## src/rtl/csr_access_ctrl_if.sv

```systemverilog
// Core-side CSR request/response channel between the execute stage and csr_access_ctrl.
// The master modport is the execute stage; the slave modport is the sequencer.
interface csr_access_ctrl_if;
  logic        req_valid_i;
  logic        req_ready_o;
  logic [1:0]  req_op_i;
  logic [11:0] req_addr_i;
  logic [31:0] req_wdata_i;
  logic        req_src_zero_i;
  logic        rsp_valid_o;
  logic        rsp_ready_i;
  logic [31:0] rsp_rdata_o;
  logic        rsp_illegal_o;

  modport master (
    output req_valid_i, req_op_i, req_addr_i, req_wdata_i, req_src_zero_i, rsp_ready_i,
    input  req_ready_o, rsp_valid_o, rsp_rdata_o, rsp_illegal_o
  );

  modport slave (
    input  req_valid_i, req_op_i, req_addr_i, req_wdata_i, req_src_zero_i, rsp_ready_i,
    output req_ready_o, rsp_valid_o, rsp_rdata_o, rsp_illegal_o
  );
endinterface

```

## src/rtl/csr_access_ctrl.sv

```systemverilog
// Zicsr read-modify-write sequencer in front of a CSR file, with round-robin
// arbitration against sticky FPU exception-flag merges into fflags.
module csr_access_ctrl #(
  parameter logic [11:0] NOP_WADDR   = 12'h000,
  parameter logic [11:0] FFLAGS_ADDR = 12'h001
) (
  input  logic                    clk_i,
  input  logic                    reset_i,
  csr_access_ctrl_if.slave        bus,
  input  logic                    fpu_flags_valid_i,
  input  logic [4:0]              fpu_flags_i,
  output logic [11:0]             csr_raddr_o,
  input  logic [31:0]             csr_rdata_i,
  output logic [11:0]             csr_waddr_o,
  output logic [31:0]             csr_wdata_o,
  output logic                    busy_o
);

  typedef enum logic [1:0] {
    IDLE = 2'd0,
    RD   = 2'd1,
    WR   = 2'd2,
    RSP  = 2'd3
  } state_t;

  localparam logic [1:0] OP_RW = 2'b01;
  localparam logic [1:0] OP_RS = 2'b10;
  localparam logic [1:0] OP_RC = 2'b11;
  localparam logic GRANT_CORE = 1'b0;
  localparam logic GRANT_FPU  = 1'b1;

  state_t      r_state;
  logic [4:0]  r_pend;
  logic        r_last_grant;
  logic        r_owner_fpu;
  logic [1:0]  r_op;
  logic [11:0] r_addr;
  logic [31:0] r_wdata;
  logic        r_src_zero;
  logic        r_illegal;
  logic [31:0] r_old;

  state_t      w_state_next;
  logic [4:0]  w_pend_next;
  logic        w_pend_clear;
  logic        w_grant_core;
  logic        w_grant_fpu;
  logic        w_fcsr_hit;
  logic        w_write_intent;
  logic        w_illegal;
  logic        w_core_cand;
  logic        w_fpu_cand;

  always_comb begin
    w_state_next   = r_state;
    w_grant_core   = 1'b0;
    w_grant_fpu    = 1'b0;
    w_core_cand    = bus.req_valid_i;
    w_fpu_cand     = (r_pend != 5'd0);
    w_fcsr_hit     = (bus.req_addr_i >= 12'h001) && (bus.req_addr_i <= 12'h003);
    w_write_intent = (bus.req_op_i == OP_RW) ||
                     (((bus.req_op_i == OP_RS) || (bus.req_op_i == OP_RC)) && !bus.req_src_zero_i);
    w_illegal      = (bus.req_op_i == 2'b00) ||
                     ((bus.req_addr_i[11:10] == 2'b11) && w_write_intent);
    w_pend_clear   = (r_state == WR) && r_owner_fpu;
    w_pend_next    = (w_pend_clear ? 5'd0 : r_pend) | (fpu_flags_valid_i ? fpu_flags_i : 5'd0);

    bus.req_ready_o   = 1'b0;
    bus.rsp_valid_o   = 1'b0;
    bus.rsp_rdata_o   = 32'd0;
    bus.rsp_illegal_o = 1'b0;
    csr_raddr_o       = 12'd0;
    csr_waddr_o       = NOP_WADDR;
    csr_wdata_o       = 32'd0;
    busy_o            = (r_state != IDLE);

    case (r_state)
      IDLE: begin
        // An fflags/frm/fcsr access must observe any pending flags, so the merge goes first.
        if (w_core_cand && w_fpu_cand) begin
          if (w_fcsr_hit || (r_last_grant == GRANT_CORE)) w_grant_fpu = 1'b1;
          else                                           w_grant_core = 1'b1;
        end else if (w_core_cand) begin
          w_grant_core = 1'b1;
        end else if (w_fpu_cand) begin
          w_grant_fpu = 1'b1;
        end
        bus.req_ready_o = w_grant_core;
        if (w_grant_core)     w_state_next = w_illegal ? RSP : RD;
        else if (w_grant_fpu) w_state_next = RD;
      end
      RD: begin
        csr_raddr_o = r_owner_fpu ? FFLAGS_ADDR : r_addr;
        if (r_owner_fpu)                      w_state_next = WR;
        else if (r_op[1] && r_src_zero)       w_state_next = RSP;
        else                                  w_state_next = WR;
      end
      WR: begin
        if (r_owner_fpu) begin
          csr_waddr_o  = FFLAGS_ADDR;
          csr_wdata_o  = {27'd0, r_old[4:0] | r_pend};
          w_state_next = IDLE;
        end else begin
          csr_waddr_o = r_addr;
          case (r_op)
            OP_RS:   csr_wdata_o = r_old | r_wdata;
            OP_RC:   csr_wdata_o = r_old & ~r_wdata;
            default: csr_wdata_o = r_wdata;
          endcase
          w_state_next = RSP;
        end
      end
      RSP: begin
        bus.rsp_valid_o   = 1'b1;
        bus.rsp_rdata_o   = r_old;
        bus.rsp_illegal_o = r_illegal;
        if (bus.rsp_ready_i) w_state_next = IDLE;
      end
      default: w_state_next = IDLE;
    endcase
  end

  always_ff @(posedge clk_i) begin
    if (!reset_i) begin
      r_state      <= IDLE;
      r_pend       <= 5'd0;
      r_last_grant <= GRANT_FPU;
      r_owner_fpu  <= 1'b0;
      r_op         <= 2'd0;
      r_addr       <= 12'd0;
      r_wdata      <= 32'd0;
      r_src_zero   <= 1'b0;
      r_illegal    <= 1'b0;
      r_old        <= 32'd0;
    end else begin
      r_state <= w_state_next;
      r_pend  <= w_pend_next;
      if (w_grant_core) begin
        r_owner_fpu  <= 1'b0;
        r_last_grant <= GRANT_CORE;
        r_op         <= bus.req_op_i;
        r_addr       <= bus.req_addr_i;
        r_wdata      <= bus.req_wdata_i;
        r_src_zero   <= bus.req_src_zero_i;
        r_illegal    <= w_illegal;
        r_old        <= 32'd0;
      end else if (w_grant_fpu) begin
        r_owner_fpu  <= 1'b1;
        r_last_grant <= GRANT_FPU;
      end
      if (r_state == RD) r_old <= csr_rdata_i;
    end
  end

endmodule

```

## src/flat_wrapper.sv

```systemverilog
// flat-port wrapper written by rule: the top's interface ports become plain ports
module csr_access_ctrl_flat 
#(
  parameter logic [11:0] NOP_WADDR   = 12'h000,
  parameter logic [11:0] FFLAGS_ADDR = 12'h001
)
  (clk_i, reset_i, fpu_flags_valid_i, fpu_flags_i, csr_raddr_o, csr_rdata_i, csr_waddr_o, csr_wdata_o, busy_o, bus_req_valid_i, bus_req_op_i, bus_req_addr_i, bus_req_wdata_i, bus_req_src_zero_i, bus_rsp_ready_i, bus_req_ready_o, bus_rsp_valid_o, bus_rsp_rdata_o, bus_rsp_illegal_o);
  csr_access_ctrl_if bus_i ();
  input  logic clk_i;
  input  logic reset_i;
  input  logic fpu_flags_valid_i;
  input  logic [4:0] fpu_flags_i;
  output logic [11:0] csr_raddr_o;
  input  logic [31:0] csr_rdata_i;
  output logic [11:0] csr_waddr_o;
  output logic [31:0] csr_wdata_o;
  output logic busy_o;
  input wire logic [$bits(bus_i.req_valid_i)-1:0] bus_req_valid_i;
  input wire logic [$bits(bus_i.req_op_i)-1:0] bus_req_op_i;
  input wire logic [$bits(bus_i.req_addr_i)-1:0] bus_req_addr_i;
  input wire logic [$bits(bus_i.req_wdata_i)-1:0] bus_req_wdata_i;
  input wire logic [$bits(bus_i.req_src_zero_i)-1:0] bus_req_src_zero_i;
  input wire logic [$bits(bus_i.rsp_ready_i)-1:0] bus_rsp_ready_i;
  output wire logic [$bits(bus_i.req_ready_o)-1:0] bus_req_ready_o;
  output wire logic [$bits(bus_i.rsp_valid_o)-1:0] bus_rsp_valid_o;
  output wire logic [$bits(bus_i.rsp_rdata_o)-1:0] bus_rsp_rdata_o;
  output wire logic [$bits(bus_i.rsp_illegal_o)-1:0] bus_rsp_illegal_o;
  assign bus_i.req_valid_i = bus_req_valid_i;
  assign bus_i.req_op_i = bus_req_op_i;
  assign bus_i.req_addr_i = bus_req_addr_i;
  assign bus_i.req_wdata_i = bus_req_wdata_i;
  assign bus_i.req_src_zero_i = bus_req_src_zero_i;
  assign bus_i.rsp_ready_i = bus_rsp_ready_i;
  assign bus_req_ready_o = bus_i.req_ready_o;
  assign bus_rsp_valid_o = bus_i.rsp_valid_o;
  assign bus_rsp_rdata_o = bus_i.rsp_rdata_o;
  assign bus_rsp_illegal_o = bus_i.rsp_illegal_o;
  csr_access_ctrl #(.NOP_WADDR(NOP_WADDR), .FFLAGS_ADDR(FFLAGS_ADDR)) u_core (.clk_i(clk_i), .reset_i(reset_i), .bus(bus_i), .fpu_flags_valid_i(fpu_flags_valid_i), .fpu_flags_i(fpu_flags_i), .csr_raddr_o(csr_raddr_o), .csr_rdata_i(csr_rdata_i), .csr_waddr_o(csr_waddr_o), .csr_wdata_o(csr_wdata_o), .busy_o(busy_o));
endmodule
```

## config.mk

```make
export PLATFORM = sky130hd
export DESIGN_NAME = csr_access_ctrl_flat
export DESIGN_NICKNAME = d
export VERILOG_FILES = /design/src/rtl/csr_access_ctrl_if.sv /design/src/rtl/csr_access_ctrl.sv /design/src/flat_wrapper.sv
export SDC_FILE = /design/constraint.sdc
export NUM_CORES = 1
export LEC_CHECK = 0
export BUFFER_PORTS_ARGS = -buffer_cell sky130_fd_sc_hd__clkbuf_2
export CAP_MARGIN = 20
export CORE_ASPECT_RATIO = 0.5
export CORE_MARGIN = 1.5
export CORE_UTILIZATION = 50
export CTS_BUF_LIST = sky130_fd_sc_hd__clkbuf_8
export CTS_CLUSTER_DIAMETER = 50
export CTS_CLUSTER_SIZE = 28
export DETAILED_ROUTE_END_ITERATION = 8
export PLACE_DENSITY_LB_ADDON = 0.12
export SKIP_LAST_GASP = 1
export SYNTH_ARGS = -nofsm -noshare
export SYNTH_HDL_FRONTEND = slang
export SYNTH_SLANG_ARGS = --single-unit
```

## constraint.sdc

```tcl
create_clock -name clk_i -period 2.43 [get_ports clk_i]
set_clock_uncertainty 0.1 [all_clocks]
set_input_delay 0.1215 -clock clk_i [delete_from_list [all_inputs] [get_ports clk_i]]
set_output_delay 0.1215 -clock clk_i [all_outputs]
set_load 0.03 [all_outputs]
```

==> impl_metrics.json, run 1 <==
{
  "crit_top_cell": "dlygate4sd3_1",
  "grt_pass1_wl_um": 22900,
  "cp.required_ns": 2.64,
  "layout_commonest_cell": "clkbuf_2",
  "setup_violations": 0,
  "top_layer_used": "met4",
  "initial_core_util": 0.530,
  "ir_worst_vdd_mv": 0.294,
  "cts_tree": "built",
  "clock_sinks": 89,
  "critPathTopFamily": "buffers and inverters",
  "max_clock_freq_mhz": 436,
  "ys_seq_area_frac": 0.409,
  "gp_congestion": 0.772,
  "yosys_warnings": 0,
  "max_slew_margin": 0.429,
  "fin_util": 0.795,
  "vias_per_cell": 5.31,
  "met3_length_um": 1150,
  "diodes": 0,
  "synth_nets": 647,
  "io_buffers": 180,
  "critPathKind": "input port to flop",
  "grt-ovfl-total": 0,
  "synth_top_area_share": 0.409,
  "ys_ff_latch": 89,
  "firstDrtPassIters": 5,
  "antenna_found_initial": 0,
  "synth_top_area_cell": "dfxtp_1",
  "dieArea_um2": 9320,
  "outcome": "complete, no violations",
  "synth_area_leaders": "dfxtp_1, nand2_1, mux2i_1",
  "cts_buffers": 9,
  "synthesis.area_um2": 4360,
  "endpoint_kind": "flop",
  "clk_pin_slew_worst_paths_ns": 0.09,
  "die_y_um": 69.0,
  "powerDensity_nw_per_um2": 606,
  "reg2reg_from": "u_core.r_state[0]$_SDFFE_PN0P_",
  "final_area_um2": 6540,
  "routed_wl_um": 14400,
  "maxCapViolations": 0,
  "dieWidth_um": 135,
  "num_rows": 23,
  "period_share": 0.944,
  "grt_max_degree": 91,
  "wl_met1_um": 6010,
  "power_leakage_nw": 3.09,
  "drtAntennaViolNets": 0,
  "wl_met2_um": 7110,
  "drc_errors": 0,
  "clkLatencyLatePin_ns": 0.36,
  "vias": 4933,
  "critPathLaunchType": "input port",
  "cts_root_buf": "clkbuf_8",
  "grt_pass1_vias": 4744,
  "coreArea_um2": 8230,
  "fin_nets": 901,
  "syn_avg_cell_area_um2": 7.81,
  "finalCriticalPeriod_ns": 2.29,
  "syn_inst": 558,
  "hp-start": "bus_rsp_ready_i",
  "htree_levels": 3,
  "drive_above_1_share": 0.266,
  "crit_arrival_ns": 2.50,
  "hold_viol_final": 0,
  "num_io_pins": 181,
  "fin_setup_tns_ns": 0,
  "grt.total_usage": 0.308,
  "place_area_um2": 5320,
  "cp_cell_sequence": "dlygate4sd3_1 -> clkbuf_2 -> or2_2 -> a41oi_2 -> o21bai_4 -> inv_2 -> mux2i_1 -> dlygate4sd3_1",
  "final-max-slew-violation-count": 0,
  "post_cts_buffers": 0,
  "critPathSlowestCell": "dlygate4sd3_1",
  "syn2layout_area_growth_pct": 50.1,
  "path_buf_inv": 4,
  "wl_per_cell_um": 15.6,
  "critPathLaunch": "bus_req_addr_i[0]",
  "tightestPinTransition_ns": 0.857,
  "final_cell_mix": "clkbuf_2, nand2_1, dlygate4sd3_1",
  "hp-class": "input port to flop",
  "rsz0062_at_grt": "false",
  "crit_fanout": 11,
  "yosysUniqueCellTypes": 28,
  "drtIter0Drc": 333,
  "slowest_delay_ns": 0.56,
  "cts_buffer_depth": 2,
  "hpwl_um": 8590
}
==> metrics by stage <==
| stage | power, mW | cells | worst slack [ns] | hold slack [ns] |
|---|---|---|---|---|
| floorplan | 2.37 | 558 | 0.614 | 0.147 |
| global placement | 2.65 | 816 | 0.592 | 0.231 |
| detailed placement | 2.67 | 816 | 0.525 | 0.239 |
| CTS | 3.95 | 929 | 0.0654 | 0.000897 |
| global route | 4.14 | 929 | 0.0417 | 0.0341 |
| finish | 3.96 | 929 | 0.137 | 0.0312 |
==> worst register-to-register path, cell delays in order, from the launching register on <==
cell and delay (ns):
dfxtp_1 0.32, buf_4 0.19, nor2_1 0.20, nand2_1 0.10, o21bai_4 0.18, inv_2 0.27
mux2i_1 0.24, dlygate4sd3_1 0.56
==> logic make-up after synthesis <==
| group | Yosys count | synth area share |
|---|---|---|
| simple gates | 282 | 0.282 |
| buf+inv | 52 | 0.0520 |
| mux | 48 | 0.110 |
| compound gates | 87 | 0.147 |
| flops | 89 | 0.409 |
==> flip-flops by register name, indices dropped and copies added (netlist names) <==
signal / flops
u_core.r_src_zero: 1
u_core.r_wdata: 32
u_core.r_illegal: 1
u_core.r_old: 32
u_core.r_state: 2
u_core.r_last_grant: 1
u_core.r_owner_fpu: 1
u_core.r_addr: 12
u_core.r_op: 2
u_core.r_pend: 5
==> path summary, 6_finish.rpt <==
kind | slack, ns | end | cells past startpoint
worst max-delay path | 0.14 | u_core.r_wdata[6]$_SDFFE_PN0P_ | 8
worst min-delay path | 0.03 | u_core.r_state[1]$_SDFFE_PN0P_ | 4
worst max register to register | 0.22 | u_core.r_wdata[6]$_SDFFE_PN0P_ | 7
worst min register to register | 0.36 | u_core.r_illegal$_SDFFE_PN0P_ | 2
==> metal layers <==
| metal | up-vias | track usage |
|---|---|---|
| li1 | 2408 | - |
| met1 | 2289 | 0.369 |
| met2 | 217 | 0.547 |
| met3 | 19 | 0.0765 |
| met4 | 0 | 0.0860 |
| met5 | - | 0 |
==> layout make-up <==
type | instances | area (um^2)
Clock buffer | 11 | 151
Clock inverter | 5 | 78.8
Fill cell | 619 | 1690
Inverter | 4 | 15.0
Multi-Input combinational cell | 417 | 2370
Sequential cell | 89 | 1780
Tap cell | 112 | 140
Timing Repair Buffer | 291 | 2000
==> synth_stat cells <==
library cell	count
and2_1	25
o22ai_1	6
nand2_1	134
buf_6	2
buf_4	3
or2_2	2
inv_2	1
a32o_1	33
o21bai_4	1
nor2_1	79
nand3b_1	1
mux2i_1	48
a21oi_1	37
clkinv_1	1
nor2b_1	1
a41oi_1	1
buf_2	4
nand2b_1	2
a22oi_1	5
o21ai_1	1
o21ai_0	2
o32ai_1	1
inv_1	2
and3_1	33
clkbuf_1	39
dfxtp_1	89
nor3_1	3
nor4_1	2
==> timing repair <==
action,4_1_cts,5_1_grt
resized for setup,0,3
hold endpoints to repair,85,0
hold buffers,97,0
setup endpoints to repair,0,5
==> where the power goes <==
group | switching, mW | internal (mW)
logic | 0.613 | 0.451
clock network | 0.531 | 0.632
registers | 0.124 | 1.61
(Power assumes the default switching activity.)
==> inputs of run 2 (changes only) <==
- CORE_ASPECT_RATIO: 0.5 -> 1.2
- MAX_ROUTING_LAYER: default -> met4
==> run 2 against run 1 <==
Net effect: setup slack gained 0.076 ns; largest cell class unchanged; flip-flop and latch count is the same; first-iteration DRC count shrank 20%.
==> impl_metrics.json, run 2 (same netlist as run 1, synthesis figures left out) <==
{
  "outcome": "complete, no violations",
  "period_share": 0.913,
  "firstDrtPassIters": 5,
  "vias_per_cell": 5.38,
  "final-max-slew-violation-count": 0,
  "num_rows": 37,
  "crit_top_cell": "clkbuf_2",
  "htree_levels": 3,
  "hpwl_um": 8800,
  "layout.cells.non_filler": 924,
  "drc_errors": 0,
  "ir_worst_vdd_mv": 0.330,
  "post_cts_buffers": 0,
  "dieArea_um2": 9290,
  "num_io_pins": 181,
  "grt-ovfl-total": 0,
  "grt_max_degree": 79,
  "slowest_delay_ns": 0.54,
  "hold_viol_final": 0,
  "routed_wl_um": 13900,
  "finalCriticalPeriod_ns": 2.22,
  "critPathKind": "input port to output pin",
  "clkLatencyLatePin_ns": 0.36,
  "max_slew_margin": 0.506,
  "post-place-cells": 818,
  "cp_cell_sequence": "dlygate4sd3_1 -> clkbuf_2 -> or2_2 -> a41oi_1 -> o21bai_4 -> inv_2 -> clkbuf_2",
  "vias": 4972,
  "fin_setup_tns_ns": 0,
  "drtAntennaViolNets": 0,
  "grt_pass1_vias": 4687,
  "crit_arrival_ns": 2.00,
  "layout_commonest_cell": "clkbuf_2",
  "fin_nets": 890,
  "final_cell_mix": "clkbuf_2, nand2_1, dfxtp_1",
  "drive_above_1_share": 0.262,
  "cts_buffer_depth": 2,
  "setup_violations": 0,
  "die_y_um": 105,
  "syn2layout_area_growth_pct": 46.7,
  "crit_fanout": 11,
  "cts_buffers": 9,
  "gp_congestion": 0.861,
  "finalPower_mw": 3.74,
  "cts_tree": "built",
  "endpoint_kind": "output pin",
  "hp-class": "input port to flop",
  "powerDensity_nw_per_um2": 585,
  "grt_pass1_wl_um": 21600,
  "max_clock_freq_mhz": 451,
  "dieWidth_um": 88.2,
  "clock_sinks": 89,
  "io_buffers": 180,
  "power_leakage_nw": 3.04,
  "r2r_setup_slack_ns": 0.24,
  "coreArea_um2": 8520,
  "cp.required_ns": 2.21,
  "fin_hold_ws_ns": 0.0253,
  "maxCapViolations": 0,
  "initial_core_util": 0.512,
  "wl_per_cell_um": 15.1,
  "grt.total_usage": 0.304,
  "critPathLaunchType": "input port",
  "clk_pin_slew_worst_paths_ns": 0.09,
  "tightestPinTransition_ns": 0.741,
  "antenna_found_initial": 1,
  "cts_root_buf": "clkbuf_8",
  "critPathSlowestCell": "dlygate4sd3_1",
  "fillers": 705,
  "rsz0062_at_grt": "false",
  "drtIter0Drc": 265,
  "top_regs": "u_core.r_old: 32 flops, u_core.r_wdata: 32 flops, u_core.r_addr: 12 flops"
}
[run 2: cell count changes in the layout (fill, tap and decap cells not counted), moves of 2 or more]
cell	delta
dlygate4sd3_1	-9
clkinv_2	+2
buf_4	-4
clkbuf_8	-2
[run 2: metal layers]
metal	up-vias	wire, um	track usage
met5	-	0	-
met4	0	365	0.135
met3	32	902	0.0517
met2	211	7250	0.522
met1	2345	5410	0.339
li1	2384	-	-
[run 2: area by class of cell]
type | instances | area (um^2) | share of cell area
inverters | 4 | 15.0 | 0.00235
repair buffers | 280 | 1900 | 0.298
multi-input cells | 417 | 2360 | 0.368
clock inverters | 7 | 63.8 | 0.00998
flip-flops and latches | 89 | 1780 | 0.279
clock buffers | 9 | 124 | 0.0194
diodes | 1 | 2.50 | 0.000391
well taps | 117 | 146 | 0.0229
[run 2: power by group]
group | switching (mW) | leakage, nW | internal [mW]
Combinational | 0.594 | 2.21 | 0.430
Clock | 0.519 | 0.102 | 0.466
Sequential | 0.124 | 0.729 | 1.61
[run 2: worst paths after layout]
path,startpoint,endpoint,cells past startpoint
min,fpu_flags_valid_i,u_core.r_pend[1]$_SDFF_PN0_,3
min reg2reg,u_core.r_illegal$_SDFFE_PN0P_,u_core.r_illegal$_SDFFE_PN0P_,2
max,bus_req_addr_i[0],bus_req_ready_o,7
max reg2reg,u_core.r_state[1]$_SDFFE_PN0P_,u_core.r_pend[2]$_SDFF_PN0_,5
[run 2: metrics by stage]
stage / instance area, um^2 / setup slack, ns / utilization
2_1_floorplan: 4360 / 0.614 / -
3_3_place_gp: 5310 / 0.403 / 0.623
3_5_place_dp: 5310 / 0.306 / 0.623
4_1_cts: 6370 / 0.124 / 0.748
5_1_grt: 6390 / 0.0777 / 0.751
6_report: 6390 / 0.213 / 0.751
[run 2: timing repair]
action                                  in CTS  in global routing
hold endpoints to repair                    85                  0
hold buffers                                88                  0
gates resized for setup                      0                  1
endpoints found under the setup margin       0                  2
[run 2: critical path, delay by kind of cell]
family	cells	cell delay, ns
AOI/OAI and AO/OA	2	0.42
buffers and inverters	4	1.16
and+or+nand+nor	1	0.28
==> inputs of run 3 (changes only) <==
- CORE_UTILIZATION: 50 -> 47
==> run 3 against run 2 <==
Net effect: total power is 6.3% higher; largest cell class unchanged; clock power is 25% higher; largest power group unchanged; hold slack worse by 0.014 ns; flip-flop and latch count stayed put; maximum frequency is 3.2% lower.
==> impl_metrics.json, run 3 (same netlist as run 1, synthesis figures left out) <==
{
  "outcome": "complete, no violations",
  "grt_pass1_wl_um": 21500,
  "maxCapViolations": 0,
  "vias_per_cell": 5.23,
  "cts_root_buf": "clkbuf_8",
  "top_regs": "u_core.r_old: 32 flops, u_core.r_wdata: 32 flops, u_core.r_addr: 12 flops",
  "powerDensity_nw_per_um2": 617,
  "drive_above_1_share": 0.269,
  "firstDrtPassIters": 5,
  "syn2layout_area_growth_pct": 47.8,
  "r2r_setup_slack_ns": 0.31,
  "p_clk_frac": 0.310,
  "vias": 4849,
  "met1_usage": 0.308,
  "clock_sinks": 89,
  "critPathTopFamily": "simple AND/OR/NAND/NOR gates",
  "p_int_mw": 2.74,
  "place_area_um2": 5330,
  "final_area_um2": 6440,
  "critPathLaunchType": "flop",
  "crit_fanout": 32,
  "rsz0062_at_grt": "false",
  "fillers": 741,
  "cts_buffer_depth": 2,
  "coreArea_um2": 9030,
  "pwr-share-comb": 0.255,
  "clkLatencyLatePin_ns": 0.36,
  "fin_nets": 892,
  "final_cell_mix": "clkbuf_2, nand2_1, dfxtp_1",
  "clk_pin_slew_worst_paths_ns": 0.09,
  "switching_power_mw": 1.24,
  "dieWidth_um": 90.9,
  "hold_viol_final": 0,
  "grt.total_usage": 0.284,
  "gp_congestion": 0.843,
  "setup_violations": 0,
  "io_buffers": 180,
  "htree_levels": 3,
  "num_io_pins": 181,
  "layout_commonest_cell": "clkbuf_2",
  "tightestPinTransition_ns": 0.710,
  "netSwitchingFraction": 0.311,
  "cp.required_ns": 2.21,
  "p_seq_frac": 0.435,
  "drtAntennaViolNets": 0,
  "drtIter0Drc": 335,
  "initial_core_util": 0.483,
  "ir_worst_vdd_mv": 0.411,
  "grtUsageMet2": 0.512,
  "grt_max_degree": 73,
  "cp_cell_sequence": "nand2b_1 -> or2_2 -> o22ai_1 -> clkbuf_2",
  "fin_hold_ws_ns": 0.0110,
  "period_share": 0.942,
  "drc_errors": 0,
  "routed_wl_um": 13800,
  "fin_setup_tns_ns": 0,
  "max_slew_margin": 0.527,
  "cts_tree": "built",
  "hp-class": "input port to flop",
  "finalCriticalPeriod_ns": 2.29,
  "slowest_delay_ns": 0.57,
  "grt-busiest-layer": "met2",
  "wl_per_cell_um": 14.9,
  "power_leakage_nw": 3.06,
  "grt_pass1_vias": 4581,
  "layout.cells.non_filler": 928,
  "die_y_um": 108,
  "grt-ovfl-total": 0,
  "crit_arrival_ns": 2.07,
  "dieArea_um2": 9860,
  "hpwl_um": 8980,
  "diodes": 0,
  "max_clock_freq_mhz": 437,
  "grt_util_met3": 0.0401,
  "path_buf_inv": 1,
  "critPathKind": "flop to output pin",
  "post-place-cells": 825,
  "num_rows": 38,
  "endpoint_kind": "output pin",
  "final-max-slew-violation-count": 0,
  "critPathSlowestCell": "or2_2",
  "cts_buffers": 9,
  "antenna_found_initial": 0
}
run 3: metal layers:
metal	vias to the layer above	part of all wire
met5	-	0
met4	0	0.023
met3	31	0.051
met2	175	0.52
met1	2251	0.41
li1	2392	-
run 3: cell type report:
cell class / count / area (um^2) / share of cell area
multi-input cells: 417 / 2360 / 0.366
inverters: 4 / 15.0 / 0.00233
clock buffers: 10 / 138 / 0.0214
well taps: 120 / 150 / 0.0233
flip-flops and latches: 89 / 1780 / 0.276
repair buffers: 282 / 1900 / 0.295
clock inverters: 6 / 105 / 0.0163
run 3: stage by stage:
step | setup WS [ns] | util | total power [mW]
after floorplan | 0.614 | - | 2.37
after global placement | 0.561 | 0.590 | 2.63
after detailed placement | 0.485 | 0.590 | 2.65
after CTS | 0.109 | 0.713 | 3.99
after global routing | 0.0259 | 0.713 | 4.18
final | 0.140 | 0.713 | 3.98
run 3: worst reg2reg max path, cell delays in order, from the launching register on:
cell           delay (ns)
dfxtp_1              0.37
buf_4                0.26
nand3b_1             0.44
a22oi_1              0.25
dlygate4sd3_1        0.57
nor2_1               0.04
run 3: timing repair:
item	in CTS	in global routing
hold endpoints to repair	85	0
hold buffers	87	0
gates resized for setup	0	1
setup endpoints to repair	0	11
buffers inserted	0	0
run 3: power groups by stage:
stage / clock network, mW / logic [mW] / registers, mW
final: 1.23 / 1.02 / 1.73
after global routing: 1.32 / 1.10 / 1.75
after CTS: 1.25 / 1.01 / 1.73
after detailed placement: 0 / 0.895 / 1.76
after global placement: 0 / 0.877 / 1.75
after floorplan: 0 / 0.649 / 1.72
run 3: final timing paths:
| kind | end | from | cells past startpoint |
|---|---|---|---|
| worst max-delay path | csr_wdata_o[2] | u_core.r_state[1]$_SDFFE_PN0P_ | 4 |
| worst min-delay path | u_core.r_pend[1]$_SDFF_PN0_ | fpu_flags_valid_i | 3 |
| worst max register to register | u_core.r_pend[3]$_SDFF_PN0_ | u_core.r_state[0]$_SDFFE_PN0P_ | 5 |
| worst min register to register | u_core.r_addr[4]$_SDFFE_PN0P_ | u_core.r_addr[4]$_SDFFE_PN0P_ | 2 |
